File: src/rtl/pc_trace_buffer_if.sv
`default_nettype none
// ============================================================================
//  Module      : pc_trace_buffer_if
//  Description : Drain-side valid/ready bus of the PC trace buffer.
//                The buffer (master) presents the head entry; the debug or
//                UART consumer (slave) accepts it with out_ready.
//  Signals     : out_valid  head entry valid
//                out_ready  consumer accepts head this cycle
//                out_pc     head program counter
//                out_ins    head instruction word
//  Revision    : 1.0  initial release
// ============================================================================
interface pc_trace_buffer_if;
   logic        out_valid;
   logic        out_ready;
   logic [31:0] out_pc;
   logic [31:0] out_ins;

   modport master (
      output out_valid,
      output out_pc,
      output out_ins,
      input  out_ready
   );

   modport slave (
      input  out_valid,
      input  out_pc,
      input  out_ins,
      output out_ready
   );
endinterface
`default_nettype wire

File: src/rtl/pc_trace_buffer.sv
`default_nettype none
// ============================================================================
//  Module      : pc_trace_buffer
//  Description : Observer for a single-cycle RISC-V core. Stores one
//                {PC, ins} entry per new instruction address in a FIFO,
//                drains it over a valid/ready bus, counts captures lost to a
//                full FIFO and flags a self-jump halt.
//  Ports       : clk           clock, rising edge
//                reset         synchronous active-high reset
//                PC, ins       core program counter / instruction
//                trace_en      capture enable
//                drain         head-entry valid/ready bus (master side)
//                count         current FIFO occupancy
//                overflow_cnt  dropped captures, saturating at 0xFFFF
//                halted        sticky halt flag
//  Revision    : 1.0  initial release
// ============================================================================
module pc_trace_buffer #(
   parameter int DEPTH       = 16,
   parameter int HALT_CYCLES = 8
) (
   input  logic                     clk,
   input  logic                     reset,
   input  logic [31:0]              PC,
   input  logic [31:0]              ins,
   input  logic                     trace_en,
   pc_trace_buffer_if.master        drain,
   output logic [$clog2(DEPTH):0]   count,
   output logic [15:0]              overflow_cnt,
   output logic                     halted
);

   localparam int AW  = $clog2(DEPTH);
   localparam int CW  = AW + 1;
   localparam int SCW = $clog2(HALT_CYCLES + 1);

   // Entry storage; not reset, the head outputs are masked while empty.
   logic [31:0]    pc_mem_q  [DEPTH];
   logic [31:0]    ins_mem_q [DEPTH];

   logic [AW-1:0]  wr_ptr_q,   wr_ptr_d;
   logic [AW-1:0]  rd_ptr_q,   rd_ptr_d;
   logic [CW-1:0]  count_q,    count_d;
   logic [15:0]    ovf_q,      ovf_d;
   logic           halted_q,   halted_d;
   logic           armed_q,    armed_d;
   logic [31:0]    last_pc_q,  last_pc_d;
   logic [31:0]    prev_pc_q;
   logic [SCW-1:0] same_cnt_q, same_cnt_d;

   logic w_full;
   logic w_empty;
   logic w_pop;
   logic w_cap;
   logic w_push;
   logic w_drop;
   logic w_same;

   // -------------------------------------------------------------------------
   // Capture / push / pop decisions
   // -------------------------------------------------------------------------
   always_comb begin
      w_full  = (count_q == CW'(DEPTH));
      w_empty = (count_q == '0);
      w_pop   = !w_empty && drain.out_ready;
      // A fresh enable (armed clear) always captures, even a repeated PC.
      w_cap   = trace_en && !halted_q && (!armed_q || (PC != last_pc_q));
      // A same-edge pop frees a slot in a full FIFO, so the push survives.
      w_push  = w_cap && (!w_full || w_pop);
      w_drop  = w_cap && w_full && !w_pop;
      w_same  = (PC == prev_pc_q);
   end

   // -------------------------------------------------------------------------
   // Next-state logic
   // -------------------------------------------------------------------------
   always_comb begin
      wr_ptr_d   = wr_ptr_q;
      rd_ptr_d   = rd_ptr_q;
      count_d    = count_q;
      ovf_d      = ovf_q;
      armed_d    = armed_q;
      last_pc_d  = last_pc_q;
      same_cnt_d = '0;
      halted_d   = halted_q;

      if (w_push) begin
         wr_ptr_d = wr_ptr_q + AW'(1);
      end
      if (w_pop) begin
         rd_ptr_d = rd_ptr_q + AW'(1);
      end

      case ({w_push, w_pop})
         2'b10:   count_d = count_q + CW'(1);
         2'b01:   count_d = count_q - CW'(1);
         default: count_d = count_q;
      endcase

      if (w_drop && (ovf_q != 16'hFFFF)) begin
         ovf_d = ovf_q + 16'd1;
      end

      // last_pc follows every capture, including dropped ones, so a stalled
      // consumer does not cause the same PC to be retried.
      if (w_cap) begin
         last_pc_d = PC;
         armed_d   = 1'b1;
      end
      if (!trace_en) begin
         armed_d = 1'b0;
      end

      // Halt: HALT_CYCLES consecutive edges with PC equal to the previous PC.
      if (w_same) begin
         if (same_cnt_q == SCW'(HALT_CYCLES)) begin
            same_cnt_d = same_cnt_q;
         end else begin
            same_cnt_d = same_cnt_q + SCW'(1);
         end
      end
      if (w_same && (same_cnt_d == SCW'(HALT_CYCLES))) begin
         halted_d = 1'b1;
      end
   end

   // -------------------------------------------------------------------------
   // State registers
   // -------------------------------------------------------------------------
   always_ff @(posedge clk) begin
      if (reset) begin
         wr_ptr_q   <= '0;
         rd_ptr_q   <= '0;
         count_q    <= '0;
         ovf_q      <= '0;
         halted_q   <= 1'b0;
         armed_q    <= 1'b0;
         last_pc_q  <= '0;
         prev_pc_q  <= '0;
         same_cnt_q <= '0;
      end else begin
         wr_ptr_q   <= wr_ptr_d;
         rd_ptr_q   <= rd_ptr_d;
         count_q    <= count_d;
         ovf_q      <= ovf_d;
         halted_q   <= halted_d;
         armed_q    <= armed_d;
         last_pc_q  <= last_pc_d;
         prev_pc_q  <= PC;
         same_cnt_q <= same_cnt_d;
      end
   end

   always_ff @(posedge clk) begin
      if (!reset && w_push) begin
         pc_mem_q[wr_ptr_q]  <= PC;
         ins_mem_q[wr_ptr_q] <= ins;
      end
   end

   // -------------------------------------------------------------------------
   // Outputs: show-ahead head, zeroed while empty
   // -------------------------------------------------------------------------
   always_comb begin
      drain.out_valid = !w_empty;
      drain.out_pc    = w_empty ? 32'h0 : pc_mem_q[rd_ptr_q];
      drain.out_ins   = w_empty ? 32'h0 : ins_mem_q[rd_ptr_q];
   end

   assign count        = count_q;
   assign overflow_cnt = ovf_q;
   assign halted       = halted_q;

endmodule
`default_nettype wire

File: src/flat_wrapper.sv
// flat-port wrapper written by rule: the top's interface ports become plain ports
module pc_trace_buffer_flat 
#(
   parameter int DEPTH       = 16,
   parameter int HALT_CYCLES = 8
)
  (clk, reset, PC, ins, trace_en, count, overflow_cnt, halted, drain_out_valid, drain_out_pc, drain_out_ins, drain_out_ready);
  pc_trace_buffer_if drain_i ();
  input  logic clk;
  input  logic reset;
  input  logic [31:0] PC;
  input  logic [31:0] ins;
  input  logic trace_en;
  output logic [$clog2(DEPTH):0] count;
  output logic [15:0] overflow_cnt;
  output logic halted;
  output wire logic [$bits(drain_i.out_valid)-1:0] drain_out_valid;
  output wire logic [$bits(drain_i.out_pc)-1:0] drain_out_pc;
  output wire logic [$bits(drain_i.out_ins)-1:0] drain_out_ins;
  input wire logic [$bits(drain_i.out_ready)-1:0] drain_out_ready;
  assign drain_out_valid = drain_i.out_valid;
  assign drain_out_pc = drain_i.out_pc;
  assign drain_out_ins = drain_i.out_ins;
  assign drain_i.out_ready = drain_out_ready;
  pc_trace_buffer #(.DEPTH(DEPTH), .HALT_CYCLES(HALT_CYCLES)) u_core (.clk(clk), .reset(reset), .PC(PC), .ins(ins), .trace_en(trace_en), .drain(drain_i), .count(count), .overflow_cnt(overflow_cnt), .halted(halted));
endmodule
File: config.mk
export PLATFORM = sky130hd
export DESIGN_NAME = pc_trace_buffer_flat
export DESIGN_NICKNAME = d
export VERILOG_FILES = /design/src/rtl/pc_trace_buffer_if.sv /design/src/rtl/pc_trace_buffer.sv /design/src/flat_wrapper.sv
export SDC_FILE = /design/constraint.sdc
export NUM_CORES = 1
export LEC_CHECK = 0
export ABC_CLOCK_PERIOD_IN_PS = 9300
export CAP_MARGIN = 20
export CELL_PAD_IN_SITES_DETAIL_PLACEMENT = 0
export CELL_PAD_IN_SITES_GLOBAL_PLACEMENT = 1
export CORE_MARGIN = 2
export CORE_UTILIZATION = 40
export DETAILED_ROUTE_END_ITERATION = 8
export PLACE_DENSITY_LB_ADDON = 0.15
export SETUP_SLACK_MARGIN = 0.02
export SYNTH_ARGS = -nofsm -noshare
export SYNTH_HDL_FRONTEND = slang
export SYNTH_SLANG_ARGS = --single-unit
File: constraint.sdc
create_clock -name clk -period 9.3 [get_ports clk]
set_clock_uncertainty 0.15 [all_clocks]
set_input_delay 0.93 -clock clk [delete_from_list [all_inputs] [get_ports clk]]
set_output_delay 0.93 -clock clk [all_outputs]
set_load 0.01 [all_outputs]
**Word-level counts from Yosys, hierarchy flattened**

Memories as Yosys holds them, arrays and structs flattened. A register that Yosys moved wholly into a read port is not among the register bits.
Index checks and enable logic that the tools add are counted.

- Bits of input ports: 68
- Latch bits: 0
- Bits in writable memories: 1024
- Logic and storage cells: 57
- Bits in read-only memories: 0
- Output and inout port bits: 87
- Memories kept: 2
- Bits in registers: 99

- Add/subtract/negate cells: 6
- Bitwise operators: 1
- Reductions and logical operators: 20
- Div/mod/pow operators: 0
- $lt $le $gt $ge: 0
- Multiplexer cells: 11
- Multipliers: 0
- Shift operators: 0
- Equal/unequal tests: 8

Memories:

| name | depth | bits a word | read ports | clocked after memory_dff | wr ports | RTL line | RTL |
|---|---|---|---|---|---|---|---|
| u_core.ins_mem_q | 16 | 32 | 1 | 1 | 1 | pc_trace_buffer.sv:39 | `logic [31:0] ins_mem_q [DEPTH];` |
| u_core.pc_mem_q | 16 | 32 | 1 | 1 | 1 | pc_trace_buffer.sv:38 | `logic [31:0] pc_mem_q [DEPTH];` |

Operators with widths:

| cell | count |
|---|---|
| 32-bit 2-to-1 mux | 2 |
| 32-bit equality test | 1 |
| 32-bit != test | 1 |
| 4-bit 2-to-1 mux | 6 |
| 16-bit by 1-bit adder with 16-bit output (second input constant) | 1 |
| 16-bit != test (second input constant) | 1 |
| 4-bit by 1-bit adder with 4-bit output (second input constant) | 3 |
| 5-bit one-hot mux with 2 select lines | 1 |
| 1-bit logical AND | 9 |
| 4-bit equality test (second input constant) | 2 |
| 1-bit zero test | 6 |
| 5-bit by 1-bit adder with 5-bit output (second input constant) | 1 |
| 5-bit equality test (second input constant) | 1 |
| 5-bit zero test | 1 |
| 5-bit by 1-bit subtractor with 5-bit output (second input constant) | 1 |
| 2-bit by 1-bit equality test with 1-bit output (second input constant) | 1 |
| 2-bit equality test (second input constant) | 1 |
| 1-bit logical OR | 2 |
| 1-bit 2-to-1 mux | 2 |
| 2-bit nonzero test | 1 |
| 2-bit OR reduction | 1 |
| 1-bit inverter | 1 |

**Depth between registers and ports, before layout**

- Word-level depth: 8
- Mapped depth: 13
- Depth with buffers taken out: 11

**Worst setup path after synthesis**

Ideal clock, no wire load.

- Path type: input -> register
- From: input PC[31]
- To: memory u_core.ins_mem_q[10][0] (enable)
- Data required time: 8.664 ns
- Path slack: 3.886 ns
- Library setup time: 0.486 ns
- Data arrival time: 4.778 ns
- Stages: 8
- Cell sequence: xor2_1 > nor4_1 > and3_1 > a31oi_1 > buf_2 > buf_2 > nand3_1 > nor2_1

- Cells in the longest elaborated chain, start to end: 7

RTL lines:

| element | RTL line | RTL |
|---|---|---|
| start: declaration | flat_wrapper.sv:11 | `input logic [31:0] PC;` |
| 32-bit != test | pc_trace_buffer.sv:67 | `w_cap = trace_en && !halted_q && (!armed_q \|\| (PC != last_pc_q));` |
| 1-bit logical OR | pc_trace_buffer.sv:67 |  |
| 1-bit logical AND | pc_trace_buffer.sv:67 |  |
| 1-bit logical AND | pc_trace_buffer.sv:69 | `w_push = w_cap && (!w_full \|\| w_pop);` |
| 1-bit logical AND | pc_trace_buffer.sv:155 | `if (!reset && w_push) begin` |
| 1-bit 2-to-1 mux | pc_trace_buffer.sv:155 |  |
| 1-bit 2-to-1 mux (not written as such) | pc_trace_buffer.sv:157 | `ins_mem_q[wr_ptr_q] <= ins;` |
| end: declaration | pc_trace_buffer.sv:39 |  |

Every way passes these cells.

**Worst setup path after layout**

- From: input PC[20]
- To: memory u_core.ins_mem_q[5][25] (enable)

The elaborated chain is that of the path after synthesis.

==> run_results.csv <==
group,metric,value,unit
status,status,"finished clean",
final_layout,fin_cells,3766,
placed_design,placed_area,47200,um2
power,cellPowerDensity,244,nW/um2
clock_network,clkLatencyLatePin,0.70,ns
placed_design,dpl.cell_count,3550,
floorplanning,ios,155,
placed_design,hpwlAfterDp,54000,um
final_layout,final_util,0.468,
sta,worst_pin_slew,1.08,ns
routing,postRouteAntennaNets,0,
synth,synth_seq_cells,1127,
routing,drt-wirelength-per-cell,27.6,um
critical_path,start_kind,"primary input",
routing,drc_errors,0,
power,peakVddDrop,0.176,mV
critical_path,slowest_delay,1.05,ns
clock_network,clk_pin_slew,0.05,ns
critical_path,crit_top_cell,"buf_4",
global_routing,grtUsageTotal,0.189,
power,p_leak,15.6,nW
critical_path,r2r_end,"u_core.ins_mem_q[5][25]",
synth,synth_top_cell_by_area,"edfxtp_1",
synth,synth-main-ff-cell,"edfxtp_1",
final_layout,drive_gt1_frac,0.246,
synth,avgSynthCellArea,21.5,um2
critical_path,slowest_stage,"clkdlybuf4s50_1",
critical_path,worst_setup_path_end_kind,"flop",
synth,syn_area,43600,um2
critical_path,rrSetupSlack,4.95,ns
clock_network,cts_resized,0,
critical_path,reg2regPathDepth,8,
sta,finalSetupViolCount,0,
global_routing,overflow,0,
clock_network,cts-htree-levels,3,
synth,syn_nets,2107,
synth,synthTopCellsByArea,"edfxtp_1 70%, mux4_2 17%, dfxtp_1 4.7%, nor2b_1 1.5%, xor2_1 0.96%",
critical_path,crit_path_start,"PC[20]",
synth,synth.distinct_cells,53,
floorplanning,rows,121,
sta,setup_tns,0,ns
synth,async_flop_share,0,
final_layout,nets,2333,
clock_network,post-cts-setup-buffer-count,0,
floorplanning,die_area,112000,um2
global_routing,grt_pass1_wl,152000,um
routing,drt_iter0_drc,1719,
routing,via_per_inst,5.48,
sta,drv_slew,0,
final_layout,multiInputGateArea,10500,um2
sta,fmax,186,MHz
sta,rsz0062_at_grt,"false",
global_routing,grt_pass1_vias,21969,
placed_design,routabilityCongestion,0.732,
final_layout,fin_area,50900,um2
clock_network,cts_sinks,1127,
floorplanning,core_area,109000,um2
routing,wl,104000,um
placed_design,port-buffer-count,154,
synth,synth_edf_count,1024,
critical_path,cp.arrival,5.52,ns
sta,min_period,5.37,ns
critical_path,path_max_fanout,33,
critical_path,crit_type,"in -> reg",
synth,yosys_warnings,0,
floorplanning,dieWidth,334,um
final_layout,layout.cells.most_common,"edfxtp_1",
floorplanning,initial_core_util,0.402,
clock_network,clockRootBuffer,"clkbuf_16",
job,cap_violations,0,
final_layout,area_growth,16.6,%
clock_network,cts_hold_buffers,0,
global_routing,grt_max_degree,137,
final_layout,layout_common_cells,"1024 x edfxtp_1, 320 x mux4_2, 153 x clkdlybuf4s50_1",
sta,hold_violations,0,
clock_network,cts_buffer_depth,3,
floorplanning,die_h,334,um
critical_path,reg2reg_from,"u_core.last_pc_q[20]",
final_layout,n_fill_cell,8916,
routing,dr.pass1.iters,5,
global_routing,antenna_found_initial,4,
synth,ys_seq_area_frac,0.752,
clock_network,cts_made_buffers,116,
hold_path,hp-class,"reg -> reg",
critical_path,crit_chain,"clkdlybuf4s50_1, xor2_1, nor4_1, and3_1, a31oi_4, nand3_1, nor2_4, buf_4, buf_4",
sta,relSlewSlack,0.283,
sta,min_period_over_period,0.577,
synth,synth.top_cell.area_share,0.705,
synth,synth_cells,2029,
critical_path,critPathRequiredTime,9.45,ns
critical_path,cp-endpoint,"u_core.ins_mem_q[5][25]",
sta,hold_ws,0.316,ns
clock_network,cts_tree,"yes",
final_layout,final-seq-area,32800,um2
routing,num_vias,20648,
worst min path at each step:
stage / from / end / cells after the start
6_report: u_core.last_pc_q[16] / u_core.last_pc_q[16] / 2
3_5_place_dp: u_core.last_pc_q[16] / u_core.last_pc_q[16] / 2
4_1_cts: u_core.last_pc_q[16] / u_core.last_pc_q[16] / 2
5_1_grt: u_core.last_pc_q[10] / u_core.last_pc_q[10] / 2
2_1_floorplan: u_core.last_pc_q[0] / u_core.last_pc_q[0] / 2
3_3_place_gp: u_core.last_pc_q[5] / u_core.last_pc_q[5] / 2
flip-flops by register name, summed over array words and instances, names as in the netlist, named ones only:
register	count
u_core.ins_mem_q	512
u_core.pc_mem_q	512
u_core.rd_ptr_q	4
u_core.overflow_cnt	16
u_core.halted	1
u_core.wr_ptr_q	4
u_core.same_cnt_q	4
u_core.armed_q	1
u_core.prev_pc_q	32
u_core.count	5
u_core.last_pc_q	32
synthesized netlist by cell type, drive strengths merged (10+ instances only):
| cell | n |
|---|---|
| dfxtp | 103 |
| inv | 13 |
| nor2b | 107 |
| nand3 | 21 |
| nand4 | 14 |
| xor2 | 48 |
| clkbuf | 61 |
| mux4 | 320 |
| edfxtp | 1024 |
| nand2 | 28 |
| nor2 | 74 |
| mux2i | 28 |
| mux2 | 10 |
| buf | 39 |
| nor4 | 16 |
| xnor2 | 22 |
| and3 | 10 |
| a21oi | 19 |
routing by layer:
layer  wire [um]  GRT usage
met3        4880     0.0299
met4        2120     0.0518
met1       46900      0.272
met5          27          0
met2       49900      0.299
through the flow:
stage | power [W] | setup slack [ns]
floorplan | 0.00706 | 3.89
global placement | 0.00811 | 3.26
detailed placement | 0.00812 | 3.15
CTS | 0.0126 | 3.67
global route | 0.0129 | 3.63
finish | 0.0124 | 3.93
cell families (layout without fill, tap and decap cells):
logic type                 count (synthesis)  in the layout  synth area share
DFF                                     1127           1127             0.752
muxes                                    358            358             0.174
and+or+nand+nor                          308            308            0.0389
buffers and inverters                    113            435            0.0108
xor gates and xnor gates                  70             70            0.0141
AOI/OAI and AO/OA                         43             43           0.00671
adders and majority gates                 10             10           0.00304
other                                      0              1                 0
critical path, delay by kind of cell:
family	cells	cell delay, ns
AO/OA/AOI/OAI	1	0.78
buffers and inverters	3	2.30
XOR/XNOR	1	0.25
AND/OR/NAND/NOR	4	1.19
report_power, final:
group	internal, W	total (W)	switching, W
registers	0.00559	0.00567	0.0000740
clock network	0.00258	0.00446	0.00187
logic	0.00114	0.00228	0.00114
total	0.00932	0.0124	0.00308
cell type report:
| type | instances | share of cell area |
|---|---|---|
| diodes | 1 | 0.0000492 |
| inverters | 13 | 0.000960 |
| flip-flops and latches | 1127 | 0.646 |
| multi-input cells | 789 | 0.206 |
| clock inverters | 64 | 0.0113 |
| repair buffers | 208 | 0.0411 |
| well taps | 1414 | 0.0348 |
| clock buffers | 150 | 0.0602 |
Power figures use the tool's default switching activity.
